<file path="config.mk">
export PLATFORM = sky130hd
export DESIGN_NAME = pb_event_ctrl
export DESIGN_NICKNAME = d
export VERILOG_FILES = /design/src/rtl/pb_pkg.sv /design/src/rtl/pb_evt_fifo.sv /design/src/rtl/pb_event_ctrl.sv
export SDC_FILE = /design/constraint.sdc
export NUM_CORES = 1
export LEC_CHECK = 0
export ABC_CLOCK_PERIOD_IN_PS = 2200
export BUFFER_PORTS_ARGS = -buffer_cell sky130_fd_sc_hd__buf_4
export CAP_MARGIN = 20
export CORE_MARGIN = 2
export CORE_UTILIZATION = 54
export CTS_CLUSTER_SIZE = 10
export DETAILED_ROUTE_END_ITERATION = 16
export HOLD_SLACK_MARGIN = 0.15
export PLACE_DENSITY = 0.75
export SLEW_MARGIN = 30
export SYNTH_ARGS = -nofsm -noshare
export SYNTH_HDL_FRONTEND = slang
export SYNTH_HIERARCHICAL = 1
export SYNTH_SLANG_ARGS = --single-unit
</file>
<file path="constraint.sdc">
create_clock -name clk -period 2.2 [get_ports clk]
set_clock_uncertainty 0.05 [all_clocks]
set_input_delay 0.44 -clock clk [delete_from_list [all_inputs] [get_ports clk]]
set_output_delay 0.44 -clock clk [all_outputs]
set_load 0.005 [all_outputs]
</file>
<file path="src/rtl/pb_pkg.sv">
// Shared types, defaults and helpers for the push-button event controller.
package pb_pkg;

    localparam int TICK_DIV_DEF     = 50000;
    localparam int STABLE_TICKS_DEF = 8;

    // Widest button index for up to 8 buttons; narrower designs zero-extend.
    localparam int ID_W_MAX = 3;

    typedef struct packed {
        logic [ID_W_MAX-1:0] id;
        logic                press;
    } evt_t;

    // Ceiling log2 with a floor of 1 so that every derived vector has a bit.
    function automatic int clog2(input int value);
        int width;
        width = 1;
        for (int i = 1; i < 32; i++) begin
            if ((32'd1 << i) < value) begin
                width = i + 1;
            end else begin
                width = width;
            end
        end
        return width;
    endfunction

endpackage

</file>
<file path="src/rtl/pb_evt_fifo.sv">
// Small synchronous FIFO holding button events; head entry is always visible.
module pb_evt_fifo
    import pb_pkg::*;
#(
    parameter int DEPTH = 4,
    parameter int WIDTH = 4
) (
    input  logic             clk,
    input  logic             rst,
    input  logic             push,
    input  logic [WIDTH-1:0] push_data,
    input  logic             pop,
    output logic [WIDTH-1:0] head_data,
    output logic             full,
    output logic             empty
);

    localparam int PTR_W = clog2(DEPTH);
    localparam int CNT_W = PTR_W + 1;

    logic [WIDTH-1:0] mem_r [DEPTH];
    logic [PTR_W-1:0] wr_ptr_r;
    logic [PTR_W-1:0] rd_ptr_r;
    logic [CNT_W-1:0] count_r;
    logic             push_ok_s;
    logic             pop_ok_s;

    // Pointer advance with explicit wrap so any depth works, not only 2^PTR_W.
    function automatic logic [PTR_W-1:0] next_ptr(input logic [PTR_W-1:0] ptr);
        if (ptr == PTR_W'(DEPTH - 1)) begin
            return {PTR_W{1'b0}};
        end else begin
            return ptr + PTR_W'(1);
        end
    endfunction

    assign full      = (count_r == CNT_W'(DEPTH));
    assign empty     = (count_r == {CNT_W{1'b0}});
    assign head_data = mem_r[rd_ptr_r];

    // A push is refused in the full cycle even if a pop frees a slot at the same edge.
    always_comb begin
        push_ok_s = push && !full;
        pop_ok_s  = pop && !empty;
    end

    // Storage, pointers and occupancy count.
    always_ff @(posedge clk or posedge rst) begin
        if (rst) begin
            wr_ptr_r <= {PTR_W{1'b0}};
            rd_ptr_r <= {PTR_W{1'b0}};
            count_r  <= {CNT_W{1'b0}};
            for (int i = 0; i < DEPTH; i++) begin
                mem_r[i] <= {WIDTH{1'b0}};
            end
        end else begin
            if (push_ok_s) begin
                mem_r[wr_ptr_r] <= push_data;
                wr_ptr_r        <= next_ptr(wr_ptr_r);
            end
            if (pop_ok_s) begin
                rd_ptr_r <= next_ptr(rd_ptr_r);
            end
            case ({push_ok_s, pop_ok_s})
                2'b10:   count_r <= count_r + CNT_W'(1);
                2'b01:   count_r <= count_r - CNT_W'(1);
                default: count_r <= count_r;
            endcase
        end
    end

endmodule

</file>
<file path="src/rtl/pb_event_ctrl.sv">
// Multi-button debouncer sharing one sample-tick prescaler, with an
// arbitrated event FIFO toward the step/mode logic.
module pb_event_ctrl
    import pb_pkg::*;
#(
    parameter int N_BTN        = 4,
    parameter int TICK_DIV     = TICK_DIV_DEF,
    parameter int STABLE_TICKS = STABLE_TICKS_DEF,
    parameter int FIFO_DEPTH   = 4
) (
    input  logic                    clk,
    input  logic                    rst,
    input  logic [N_BTN-1:0]        button,
    output logic [N_BTN-1:0]        btn_level,
    output logic [N_BTN-1:0]        press_pulse,
    output logic [N_BTN-1:0]        release_pulse,
    output logic                    evt_valid,
    output logic [clog2(N_BTN)-1:0] evt_id,
    output logic                    evt_press,
    input  logic                    evt_ready,
    output logic                    overflow
);

    localparam int ID_W   = clog2(N_BTN);
    localparam int PCNT_W = clog2(TICK_DIV);
    localparam int SCNT_W = clog2(STABLE_TICKS);

    localparam logic [PCNT_W-1:0] PCNT_LAST = PCNT_W'(TICK_DIV - 1);
    localparam logic [SCNT_W-1:0] SCNT_LAST = SCNT_W'(STABLE_TICKS - 1);

    logic [N_BTN-1:0]  sync1_r;
    logic [N_BTN-1:0]  sync2_r;
    logic [PCNT_W-1:0] pcnt_r;
    logic [SCNT_W-1:0] scnt_r [N_BTN];
    logic [N_BTN-1:0]  btn_level_r;
    logic [N_BTN-1:0]  press_r;
    logic [N_BTN-1:0]  release_r;
    logic [N_BTN-1:0]  pend_r;
    logic [N_BTN-1:0]  pdir_r;
    logic              overflow_r;

    logic              tick_s;
    logic [N_BTN-1:0]  flip_s;
    logic [N_BTN-1:0]  grant_s;
    logic [ID_W-1:0]   grant_id_s;
    logic              push_s;
    evt_t              push_evt_s;
    evt_t              head_evt_s;
    logic              fifo_full_s;
    logic              fifo_empty_s;

    assign tick_s = (pcnt_r == PCNT_LAST);

    // Two-flop synchronizer for the asynchronous button inputs.
    always_ff @(posedge clk or posedge rst) begin
        if (rst) begin
            sync1_r <= {N_BTN{1'b0}};
            sync2_r <= {N_BTN{1'b0}};
        end else begin
            sync1_r <= button;
            sync2_r <= sync1_r;
        end
    end

    // Shared prescaler producing one sample tick every TICK_DIV cycles.
    always_ff @(posedge clk or posedge rst) begin
        if (rst) begin
            pcnt_r <= {PCNT_W{1'b0}};
        end else if (tick_s) begin
            pcnt_r <= {PCNT_W{1'b0}};
        end else begin
            pcnt_r <= pcnt_r + PCNT_W'(1);
        end
    end

    // A button flips on the tick that completes its run of mismatching samples.
    always_comb begin
        flip_s = {N_BTN{1'b0}};
        for (int i = 0; i < N_BTN; i++) begin
            if (tick_s && (sync2_r[i] != btn_level_r[i]) && (scnt_r[i] == SCNT_LAST)) begin
                flip_s[i] = 1'b1;
            end else begin
                flip_s[i] = 1'b0;
            end
        end
    end

    // Per-button stability counters, advanced only on sample ticks.
    always_ff @(posedge clk or posedge rst) begin
        if (rst) begin
            for (int i = 0; i < N_BTN; i++) begin
                scnt_r[i] <= {SCNT_W{1'b0}};
            end
        end else begin
            for (int i = 0; i < N_BTN; i++) begin
                if (!tick_s) begin
                    scnt_r[i] <= scnt_r[i];
                end else if (sync2_r[i] == btn_level_r[i]) begin
                    scnt_r[i] <= {SCNT_W{1'b0}};
                end else if (scnt_r[i] == SCNT_LAST) begin
                    scnt_r[i] <= {SCNT_W{1'b0}};
                end else begin
                    scnt_r[i] <= scnt_r[i] + SCNT_W'(1);
                end
            end
        end
    end

    // Debounced levels and their edge pulses, updated in the same cycle.
    always_ff @(posedge clk or posedge rst) begin
        if (rst) begin
            btn_level_r <= {N_BTN{1'b0}};
            press_r     <= {N_BTN{1'b0}};
            release_r   <= {N_BTN{1'b0}};
        end else begin
            btn_level_r <= btn_level_r ^ flip_s;
            press_r     <= flip_s & ~btn_level_r;
            release_r   <= flip_s & btn_level_r;
        end
    end

    // Fixed-priority arbiter: lowest pending index wins whenever the FIFO has room.
    always_comb begin
        grant_id_s = {ID_W{1'b0}};
        grant_s    = {N_BTN{1'b0}};
        push_s     = 1'b0;
        for (int i = N_BTN - 1; i >= 0; i--) begin
            grant_id_s = pend_r[i] ? ID_W'(i) : grant_id_s;
        end
        if ((|pend_r) && !fifo_full_s) begin
            push_s              = 1'b1;
            grant_s[grant_id_s] = 1'b1;
        end else begin
            push_s = 1'b0;
        end
        push_evt_s.id    = ID_W_MAX'(grant_id_s);
        push_evt_s.press = pdir_r[grant_id_s];
    end

    // Pending flags; a flip on an ungranted pending button keeps only the newest direction.
    always_ff @(posedge clk or posedge rst) begin
        if (rst) begin
            pend_r     <= {N_BTN{1'b0}};
            pdir_r     <= {N_BTN{1'b0}};
            overflow_r <= 1'b0;
        end else begin
            pend_r <= (pend_r & ~grant_s) | flip_s;
            pdir_r <= (pdir_r & ~flip_s) | (flip_s & ~btn_level_r);
            if (|(flip_s & pend_r & ~grant_s)) begin
                overflow_r <= 1'b1;
            end
        end
    end

    pb_evt_fifo #(
        .DEPTH (FIFO_DEPTH),
        .WIDTH ($bits(evt_t))
    ) u_fifo (
        .clk       (clk),
        .rst       (rst),
        .push      (push_s),
        .push_data (push_evt_s),
        .pop       (evt_ready),
        .head_data (head_evt_s),
        .full      (fifo_full_s),
        .empty     (fifo_empty_s)
    );

    assign btn_level     = btn_level_r;
    assign press_pulse   = press_r;
    assign release_pulse = release_r;
    assign overflow      = overflow_r;
    assign evt_valid     = !fifo_empty_s;
    assign evt_id        = head_evt_s.id[ID_W-1:0];
    assign evt_press     = head_evt_s.press;

endmodule

</file>
==> results.cfg <==
[status]
status = finished, final reports clean

[cts]
ctsLongestPathBuffers = 2
root_buffer = clkbuf_8
clkSinkCount = 76
clk_latency_ps = 340
cts.reportedPaths.clkPinSlew_ps = 80
cts-htree-levels = 3
cts_buffers = 9
cts_tree = yes

[placed_design]
dp_hpwl_um = 4610
port_buffers = 23
place_area_um2 = 3940
globalplace.congestion = 0.841
post-place-ws_ps = -21.9

[pwr]
p_per_area_nw_per_um2 = 733
leakagePower_uw = 0.00218
ir_drop_v = 0.000549

[run]
max_cap_viol_count = 0

[detailed_routing]
viasPerCell = 5.52
first_iter_violations = 138
drc_errors = 0
first_pass_iters = 4
wl_per_cell_um = 15.1
wl_um = 6610
vias = 2422
detail-route-antenna-nets = 0

[global_routing]
grt_use_total_pct = 19.6
met1_usage_pct = 26.7
antenna_found_initial = 0
grt.overflow.total = 0
met3_usage_pct = 6.13
grt_pass1_wl_um = 11100
grt_pass1_vias = 2354
grt_start_max_net_pins = 58
grt-busiest-layer = met2
grt_use_met2_pct = 31.0

[timing]
rsz0062_at_grt = false
setup_viol = 0
period_needed_ps = 2090
hold_viol = 0
tightest_slew_ps = 703
setup_tns_ps = 0
hold_slack_ps = 304
fmax_ghz = 0.478
fin_crit_sh_pct = 95.0
fin_ws_ps = 109
max_slew_margin_pct = 53.1
final_max_slew_viol_count = 0

[synth]
synthesis.nets = 339
avgSynthCellArea_um2 = 11.6
netlist_area_um2 = 3560
synth_warnings = 6
synth_cells = 308

[cells_and_area]
final_nets = 388
n_antenna_cell = 0
syn2layout_area_growth_pct = 20.7
fillers = 466
final_cell_area_um2 = 4300
drive_gt1_share_pct = 25.7

[die]
dieHeight_um = 85.2
coreArea_um2 = 6350
rows = 29
io-pin-count = 24
initial_core_util_pct = 56.1
dieWidth_um = 85.2
dieArea_um2 = 7260

[min_path]
timing.hold.worst.class = register to register
whs_path_depth = 0
holdPathEnd = sync2_r[0]
hp-start = sync1_r[0]

[worst_setup_path]
crit_path_max_fanout = 4
crit_arrival_ps = 2330
crit_start = pcnt_r[5]
r2r-start = pcnt_r[5]
reg2reg_slack_ps = 110
r2r_end = btn_level[0]
start_kind = register
end_kind = register
cp.required_ps = 2430
r2r_cells = 6
path_class = register to register
==> layer usage <==
metal  share of wire [%]  wire (um)  vias up
li1                    -          -     1177
met1                  46       3030     1199
met2                  49       3250       40
met3                 4.0        265        6
met4                0.89         59        0
met5                   0          0        -
==> state kept, by name, indices dropped and copies added, names as in the netlist, named ones only <==
register	count
btn_level	4
overflow	1
pcnt_r	16
pend_r	4
press_pulse	4
release_pulse	4
scnt_r	12
sync1_r	4
sync2_r	4
u_fifo/count_r	3
u_fifo/mem_r	12
u_fifo/rd_ptr_r	2
u_fifo/wr_ptr_r	2
==> where the power goes <==
| part | switching (uW) | leakage [uW] | internal (uW) |
|---|---|---|---|
| Clock | 485 | 0.000127 | 814 |
| Combinational | 143 | 0.00103 | 165 |
| Sequential | 85.9 | 0.00102 | 1460 |
==> final cells by class <==
type	count	area (um^2)	share of cell area [%]
Tap cell	77	96.3	2.24
Clock inverter	4	95.1	2.21
Clock buffer	12	155	3.61
Multi-Input combinational cell	202	1590	36.9
Sequential cell	76	1900	44.3
Timing Repair Buffer	47	385	8.96
Inverter	21	78.8	1.83
==> repair_timing <==
action | in CTS | in global routing
hold endpoints to repair | 61 | 0
pin swaps | 0 | 2
endpoints found under the setup margin | 4 | 16
buffers inserted | 0 | 0
gates cloned | 0 | 0
resized for setup | 1 | 11
hold buffers | 5 | 0
==> through the flow <==
stage | power [uW] | util (%) | instances
after floorplan | 1780 | - | 308
after global placement | 1850 | 62.1 | 418
after detailed placement | 1870 | 62.1 | 418
after CTS | 3180 | 66.9 | 439
after global routing | 3300 | 67.7 | 439
final | 3150 | 67.7 | 439
==> critical path, cell delays in order, from the launching register on <==
cell and delay [ps]:
dfrtp_1 380, or4b_4 560, or2_4 310, nor4_2 300
buf_4 170, ha_1 210, inv_1 50
==> how the worst max path moves through the flow <==
stage / endpoint / cells after the start
after floorplan: register / 6
after global placement: btn_level[3] / 6
after detailed placement: register / 5
after CTS: btn_level[0] / 6
after global routing: btn_level[0] / 6
final: btn_level[0] / 6
==> cells in the final DEF (no fill, tap or decap), types with 6 or more instances in the layout <==
cell,count
nand3_1,11
inv_1,20
dfrtp_1,75
xor2_1,8
nand4_1,6
clkbuf_8,11
ha_1,23
nor2_1,24
mux2_2,16
nor3_1,10
xnor2_1,11
buf_4,40
nand2_1,28
No activity file was read; power rests on OpenSTA's default activity.
